$ cat src/rtl/uart_tx_fifo.sv
// uart_tx_fifo: buffered 8N1 UART transmitter.
// Host bytes are queued in a circular FIFO and sent LSB-first on tx. The
// frame FSM only moves on cycles where baud_tick is high, so each line
// level lasts exactly one tick-to-tick interval.
//
// Handshake (write side): wr_ready is !full, computed from registered pointers
// only. A byte transfers on any rising clk edge where wr_valid && wr_ready.
// wr_data is sampled only on that edge. wr_valid may be raised or dropped
// freely; the host needs no other flow control.
module uart_tx_fifo #(
  parameter int FIFO_DEPTH = 16,           // power of 2, at least 2
  localparam int ADDR_W = $clog2(FIFO_DEPTH)
) (
  input  logic              clk,
  input  logic              rst,           // asynchronous, active-low
  input  logic              baud_tick,
  input  logic [7:0]        wr_data,
  input  logic              wr_valid,
  output logic              wr_ready,
  output logic              tx,
  output logic              tx_busy,
  output logic [ADDR_W:0]   fifo_count,
  output logic [1:0]        state_dbg      // current FSM state, for observation
);

  typedef enum logic [1:0] {
    IDLE  = 2'd0,
    START = 2'd1,
    DATA  = 2'd2,
    STOP  = 2'd3
  } state_t;

  localparam logic [ADDR_W:0] PTR_ONE = {{ADDR_W{1'b0}}, 1'b1};
  localparam logic [2:0]      LAST_BIT = 3'd7;

  state_t            state;
  logic [ADDR_W:0]   wr_ptr;
  logic [ADDR_W:0]   rd_ptr;
  logic [7:0]        mem [FIFO_DEPTH];
  logic [7:0]        head;
  logic [7:0]        shreg;
  logic [2:0]        bit_idx;
  logic              full;
  logic              empty;
  logic              push;
  logic              pop;
  logic              load_slot;

  // Pointers carry one extra wrap bit: equal means empty, equal except for
  // the wrap bit means full.
  assign empty = (wr_ptr == rd_ptr);
  assign full  = (wr_ptr[ADDR_W] != rd_ptr[ADDR_W]) &&
                 (wr_ptr[ADDR_W-1:0] == rd_ptr[ADDR_W-1:0]);

  // A push is decided on registered full only; a pop on the same edge
  // does not make room for it.
  assign push = wr_valid && !full;

  // The FSM can take a new byte only at a tick in IDLE or at the end of STOP.
  assign load_slot = (state == IDLE) || (state == STOP);
  assign pop       = baud_tick && load_slot && !empty;

  assign head       = mem[rd_ptr[ADDR_W-1:0]];
  assign wr_ready   = !full;
  assign fifo_count = wr_ptr - rd_ptr;
  assign state_dbg  = state;

  // FIFO pointer update; push and pop on one edge leave the count unchanged.
  always_ff @(posedge clk or negedge rst) begin
    if (!rst) begin
      wr_ptr <= '0;
      rd_ptr <= '0;
    end else begin
      if (push) begin
        wr_ptr <= wr_ptr + PTR_ONE;
      end
      if (pop) begin
        rd_ptr <= rd_ptr + PTR_ONE;
      end
    end
  end

  // FIFO storage write; contents need no reset because pointers gate reads.
  always_ff @(posedge clk) begin
    if (push) begin
      mem[wr_ptr[ADDR_W-1:0]] <= wr_data;
    end
  end

  // Frame FSM with registered tx/tx_busy; it advances only on baud ticks.
  always_ff @(posedge clk or negedge rst) begin
    if (!rst) begin
      state   <= IDLE;
      tx      <= 1'b1;
      tx_busy <= 1'b0;
      shreg   <= '0;
      bit_idx <= '0;
    end else if (baud_tick) begin
      case (state)
        IDLE: begin
          if (!empty) begin
            shreg   <= head;
            tx      <= 1'b0;
            tx_busy <= 1'b1;
            state   <= START;
          end
        end
        START: begin
          tx      <= shreg[0];
          bit_idx <= '0;
          state   <= DATA;
        end
        DATA: begin
          if (bit_idx == LAST_BIT) begin
            tx    <= 1'b1;
            state <= STOP;
          end else begin
            tx      <= shreg[bit_idx + 3'd1];
            bit_idx <= bit_idx + 3'd1;
          end
        end
        STOP: begin
          // Back-to-back path: the next start bit follows the stop bit
          // directly when another byte is already queued.
          if (!empty) begin
            shreg <= head;
            tx    <= 1'b0;
            state <= START;
          end else begin
            tx_busy <= 1'b0;
            state   <= IDLE;
          end
        end
        default: begin
          tx      <= 1'b1;
          tx_busy <= 1'b0;
          state   <= IDLE;
        end
      endcase
    end
  end

endmodule

$ cat config.mk
export PLATFORM = sky130hd
export DESIGN_NAME = uart_tx_fifo
export DESIGN_NICKNAME = d
export VERILOG_FILES = /design/src/rtl/uart_tx_fifo.sv
export SDC_FILE = /design/constraint.sdc
export NUM_CORES = 1
export LEC_CHECK = 0
export BUFFER_PORTS_ARGS = -buffer_cell sky130_fd_sc_hd__clkbuf_2
export CAP_MARGIN = 25
export CELL_PAD_IN_SITES_DETAIL_PLACEMENT = 1
export CELL_PAD_IN_SITES_GLOBAL_PLACEMENT = 1
export CORE_MARGIN = 3
export CORE_UTILIZATION = 58
export CTS_BUF_LIST = sky130_fd_sc_hd__clkbuf_16
export DETAILED_ROUTE_END_ITERATION = 7
export GPL_TIMING_DRIVEN = 0
export PLACE_DENSITY_LB_ADDON = 0.1
export SYNTH_ARGS = -nofsm -noshare
export SYNTH_HDL_FRONTEND = slang
export SYNTH_SLANG_ARGS = --single-unit
export TNS_END_PERCENT = 5
$ cat constraint.sdc
create_clock -name clk -period 8.3 [get_ports clk]
set_input_delay 0.83 -clock clk [delete_from_list [all_inputs] [get_ports clk]]
set_output_delay 0.83 -clock clk [all_outputs]
set_load 0.005 [all_outputs]
### Word level (Yosys, flattened, before mapping)

Memories as Yosys holds them, arrays and structs flattened. A register that Yosys moved wholly into a read port is not among the register bits.
Cells that the tools add are included.

* register bits after elaboration: 17
* output and inout bits: 10
* memories kept: 1
* input bits: 12
* logic and storage cells: 58
* bits in writable memories: 128

Memory list
* mem: words 16, width 8, rd ports 1, clocked after memory_dff 1, wr ports 1, line 39 `logic [7:0] mem [FIFO_DEPTH];`

* reduce and logical (&&, ||, !) cells: 17
* add/sub/neg operators: 4
* eq/ne operators: 12
* magnitude comparators: 1
* bitwise operators: 1
* muxes and demuxes: 16

Operator list (count)
* $add 5x1->5 const B: 2
* $ne 2x2->1 const B: 5
* $reduce_and 3->1: 3
* $mux 1: 8
* $pmux 2 s4: 1
* $pmux 3 s2: 1
* $eq 5x5->1: 1
* $sub 5x5->5: 1
* $eq 2x2->1 const B: 2
* $eq 4x4->1: 1
* $logic_and 1x1->1: 4
* $lt 3x4->1 const B: 1
* $mux 2: 2
* $reduce_and 4->1: 1
* $reduce_bool 2->1: 2
* $add 3x1->3 const B: 1
* $bmux 1 s3: 1
* $eq 3x3->1 const B: 1
* $logic_not 1->1: 3
* $mux 3: 1
* $pmux 1 s3: 1
* $eq 2x1->1 const B: 1
* $logic_not 2->1: 1
* $pmux 1 s2: 1
* other kinds (5): 5

### Depth between registers and ports, before layout

* depth in word-level cells: 6
* mapped depth: 8
* gate-level depth less buffers: 7

### Least setup slack after synthesis

OpenSTA, ideal clock, no wires.

* path kind: register to register
* start: register rd_ptr[1]
* end: memory mem[1][0] (enable)
* required time: 7.905 ns
* cell stages (with the launch flop): 8
* period minus slack after synthesis: 2.868 ns
* arrival: 2.473 ns
* buffers on the path: 2
* path slack: 5.432 ns
* setup time: 0.395 ns
* path through: dfrtp_1 -> buf_2 -> buf_4 -> inv_2 -> ha_1 -> nand4_1 -> o21ai_1 -> nor4_1

* word-level cells in the longest chain between the ends: 6

RTL lines
* from (decl): line 38 `logic [ADDR_W:0] rd_ptr;`
* from (signal assigned): line 78 `rd_ptr <= rd_ptr + PTR_ONE;`
* $eq 4x4->1: line 53 `(wr_ptr[ADDR_W-1:0] == rd_ptr[ADDR_W-1:0]);`
* $logic_and 1x1->1: line 52 `assign full = (wr_ptr[ADDR_W] != rd_ptr[ADDR_W]) &&`
* $logic_not 1->1: line 57 `assign push = wr_valid && !full;`
* $logic_and 1x1->1: line 57
* $mux 1: line 85 `if (push) begin`
* $mux 1 (not written as such): line 86 `mem[wr_ptr[ADDR_W-1:0]] <= wr_data;`
* to (decl): line 39

No other way between the ends.

### Worst setup path in the final report

* start: register rd_ptr[1]
* end: memory mem[13][3] (enable)

The elaborated chain is that of the path after synthesis.

==> flow_summary.json <==
{
  "antenna_cells": 0,
  "dr_wl_met2_um": 7820,
  "rows": 37,
  "layout_common_cells": "128 x edfxtp_1, 33 x mux4_2, 24 x dfrtp_1",
  "endpoint_kind": "flip-flop",
  "crit_fanout": 10,
  "leakagePower_nw": 2.66,
  "gp_congestion": 0.755,
  "cp-start-kind": "flip-flop",
  "skew_ns": 0.0114,
  "nFillCells": 858,
  "grt_overflow": 0,
  "area_delta_synth_final_pct": 14.3,
  "finalCritPeriodShare_pct": 46.9,
  "required_ns": 8.34,
  "numCtsBuffers": 17,
  "power_density_mw_per_mm2": 380,
  "clockBufferDepth": 2,
  "io_pins": 22,
  "async_flop_share_pct": 16.3,
  "tightest_slew_ns": 0.889,
  "ys_seq_elements": 153,
  "die_x_um": 111,
  "slowest_delay_ns": 0.74,
  "worstHoldPathType": "primary input to asynchronous set/reset pin",
  "pwr-share-comb_pct": 34.9,
  "synthCells": 352,
  "top_layer": "met4",
  "multiInputGateArea_sq_mm": 0.00182,
  "grtUsageTotal_pct": 26.2,
  "root_buffer": "clkbuf_16",
  "place_inst": 513,
  "outcome": "complete, no violations",
  "clkLatencyLatePin_ns": 0.42,
  "wl_um": 15100,
  "power.switching_mw": 0.937,
  "rsz0062_at_grt": "no",
  "cts_max_level": 4,
  "start_util_pct": 60.9,
  "synth.cell_area_sq_mm": 0.00640,
  "fmax_mhz": 257,
  "hold_viol": 0,
  "period_needed_ns": 3.89,
  "antenna_found_initial": 0,
  "clock-sinks": 153,
  "routedWlPerCell_um": 27.7,
  "core_sq_mm": 0.0105,
  "p_sw_share_pct": 33.7,
  "die_area_sq_mm": 0.0123,
  "viasPerCell": 6.45,
  "p_clk_share_pct": 27.8,
  "register_area_sq_mm": 0.00447,
  "synth_edf_count": 128,
  "antenna_left": 0,
  "wl_met3_um": 926,
  "grt_max_degree": 26,
  "synth-main-ff-cell": "edfxtp_1",
  "ir_drop_v": 0.000262,
  "drv_cap": 0,
  "cts_tree": "yes",
  "wl_met1_um": 6000,
  "mostFrequentLayoutCell": "edfxtp_1",
  "synthesis.nets": 381,
  "io_buffers": 21,
  "grt_pass1_wl_um": 23500,
  "slew_viol_final": 0,
  "fin_tns_setup_ns": 0,
  "route.detailed.drc": 0,
  "ys_types": 42,
  "cts_resized": 0,
  "seq_area_frac_synth_pct": 69.9,
  "crit_type": "flip-flop to flip-flop",
  "vias": 3515,
  "critical-path-slowest-cell": "nor2_1",
  "drive_gt1_share_pct": 25.4,
  "die-height_um": 111,
  "seqPwrFrac_pct": 37.2,
  "layout.cells.non_filler": 545,
  "fin_nets": 425,
  "dp_hpwl_um": 9770,
  "first_iter_violations": 340,
  "dr.pass1.iters": 5,
  "grt_pass1_vias": 3833,
  "synth_area_per_cell_sq_um": 18.2,
  "clk_pin_slew_ns": 0.06,
  "crit_arrival_ns": 3.93,
  "power.internal_mw": 1.85,
  "setup_viol_count_final": 0,
  "yosys_warnings": 0,
  "post_cts_buffers": 0,
  "slew_headroom_pct": 40.5,
  "worstPathCellList": "buf_2 -> buf_4 -> inv_2 -> ha_1 -> and4_1 -> a21boi_1 -> nand3_1 -> nor2_1",
  "cts_hold_buf": 0
}
## Yosys cell counts (2+ instances only)
cell / count / share of area, %
a21boi_1: 2 / 0.23
a21o_1: 2 / 0.23
a21oi_1: 2 / 0.16
a22oi_1: 2 / 0.23
and2_1: 4 / 0.39
and3_1: 4 / 0.39
buf_2: 4 / 0.31
buf_4: 2 / 0.23
clkbuf_1: 4 / 0.23
dfrtp_1: 24 / 9.4
edfxtp_1: 128 / 60
ha_1: 16 / 3.1
inv_1: 18 / 1.1
mux2_2: 2 / 0.35
mux2i_1: 20 / 3.1
mux4_2: 33 / 12
nand2_1: 21 / 1.2
nand4_1: 5 / 0.49
nor2_1: 6 / 0.35
nor2b_1: 2 / 0.20
nor4_1: 4 / 0.39
o21ai_0: 8 / 0.63
o21ai_1: 2 / 0.16
o221ai_1: 8 / 1.1
xnor2_1: 12 / 1.6
## routing by layer
layer / GRT usage (%) / up-vias
met2: 43.7 / 155
met5: 0 / -
met4: 8.84 / 0
met3: 6.66 / 30
met1: 34.0 / 1849
li1: - / 1481
## final timing paths
check,start,endpoint,slack [ns],cells after the start
worst max register to register,rd_ptr[1],mem[13][3],4.41,8
max in group asynchronous,rst,rd_ptr[0],7.42,1
worst max-delay path,rd_ptr[1],mem[13][3],4.41,8
worst min-delay path,rst,tx_busy,0.44,1
worst min register to register,shreg[2],shreg[2],0.51,2
min in group clk,shreg[2],shreg[2],0.51,2
## state kept, by name, indices dropped and copies added (netlist names)
| signal | count |
|---|---|
| rd_ptr | 5 |
| tx_busy | 1 |
| shreg | 8 |
| mem | 128 |
| bit_idx | 3 |
| state_dbg | 2 |
| wr_ptr | 5 |
| tx | 1 |
## power groups by stage
stage | registers (mW) | clock network, mW | logic [mW]
finish | 1.04 | 0.774 | 0.973
detailed placement | 1.04 | 0 | 0.953
floorplan | 1.02 | 0 | 0.663
global route | 1.05 | 0.822 | 1.05
CTS | 1.03 | 0.781 | 0.975
global placement | 1.03 | 0 | 0.902
## critical path: cells and delay by family, from the launching register on
kind | cells | cell delay (ns)
fa+ha+maj | 1 | 0.36
flops | 1 | 0.39
compound gates | 1 | 0.61
buf+inv | 3 | 0.87
simple gates | 3 | 1.27
## logic make-up after synthesis
logic type                 Yosys count  synth area share [%]
adders and majority gates           17                  3.44
AOI/OAI and AO/OA                   34                  3.93
buffers and inverters               31                  2.13
xor gates and xnor gates            13                  1.78
muxes                               55                  15.1
DFF                                153                  69.9
and+or+nand+nor                     49                  3.77
## through the flow
stage	area, sq um	util [%]	total power, mW	hold WS (ns)	setup WS [ns]
floorplan	6400	-	1.68	0.455	5.43
global placement	6680	63.5	1.94	0.479	4.23
detailed placement	6730	64.0	2.00	0.492	4.51
CTS	7320	69.6	2.79	0.453	4.39
global route	7320	69.6	2.92	0.474	4.21
finish	7320	69.6	2.78	0.439	4.41
## cell type report
type,instances,share of cell area [%]
Multi-Input combinational cell,168,24.8
Sequential cell,153,61.1
Clock buffer,17,5.81
Inverter,19,0.975
Clock inverter,15,2.21
Tap cell,136,2.33
Buffer,12,0.889
Timing Repair Buffer,25,1.85
Note: power is estimated with default switching activity, not from simulation.
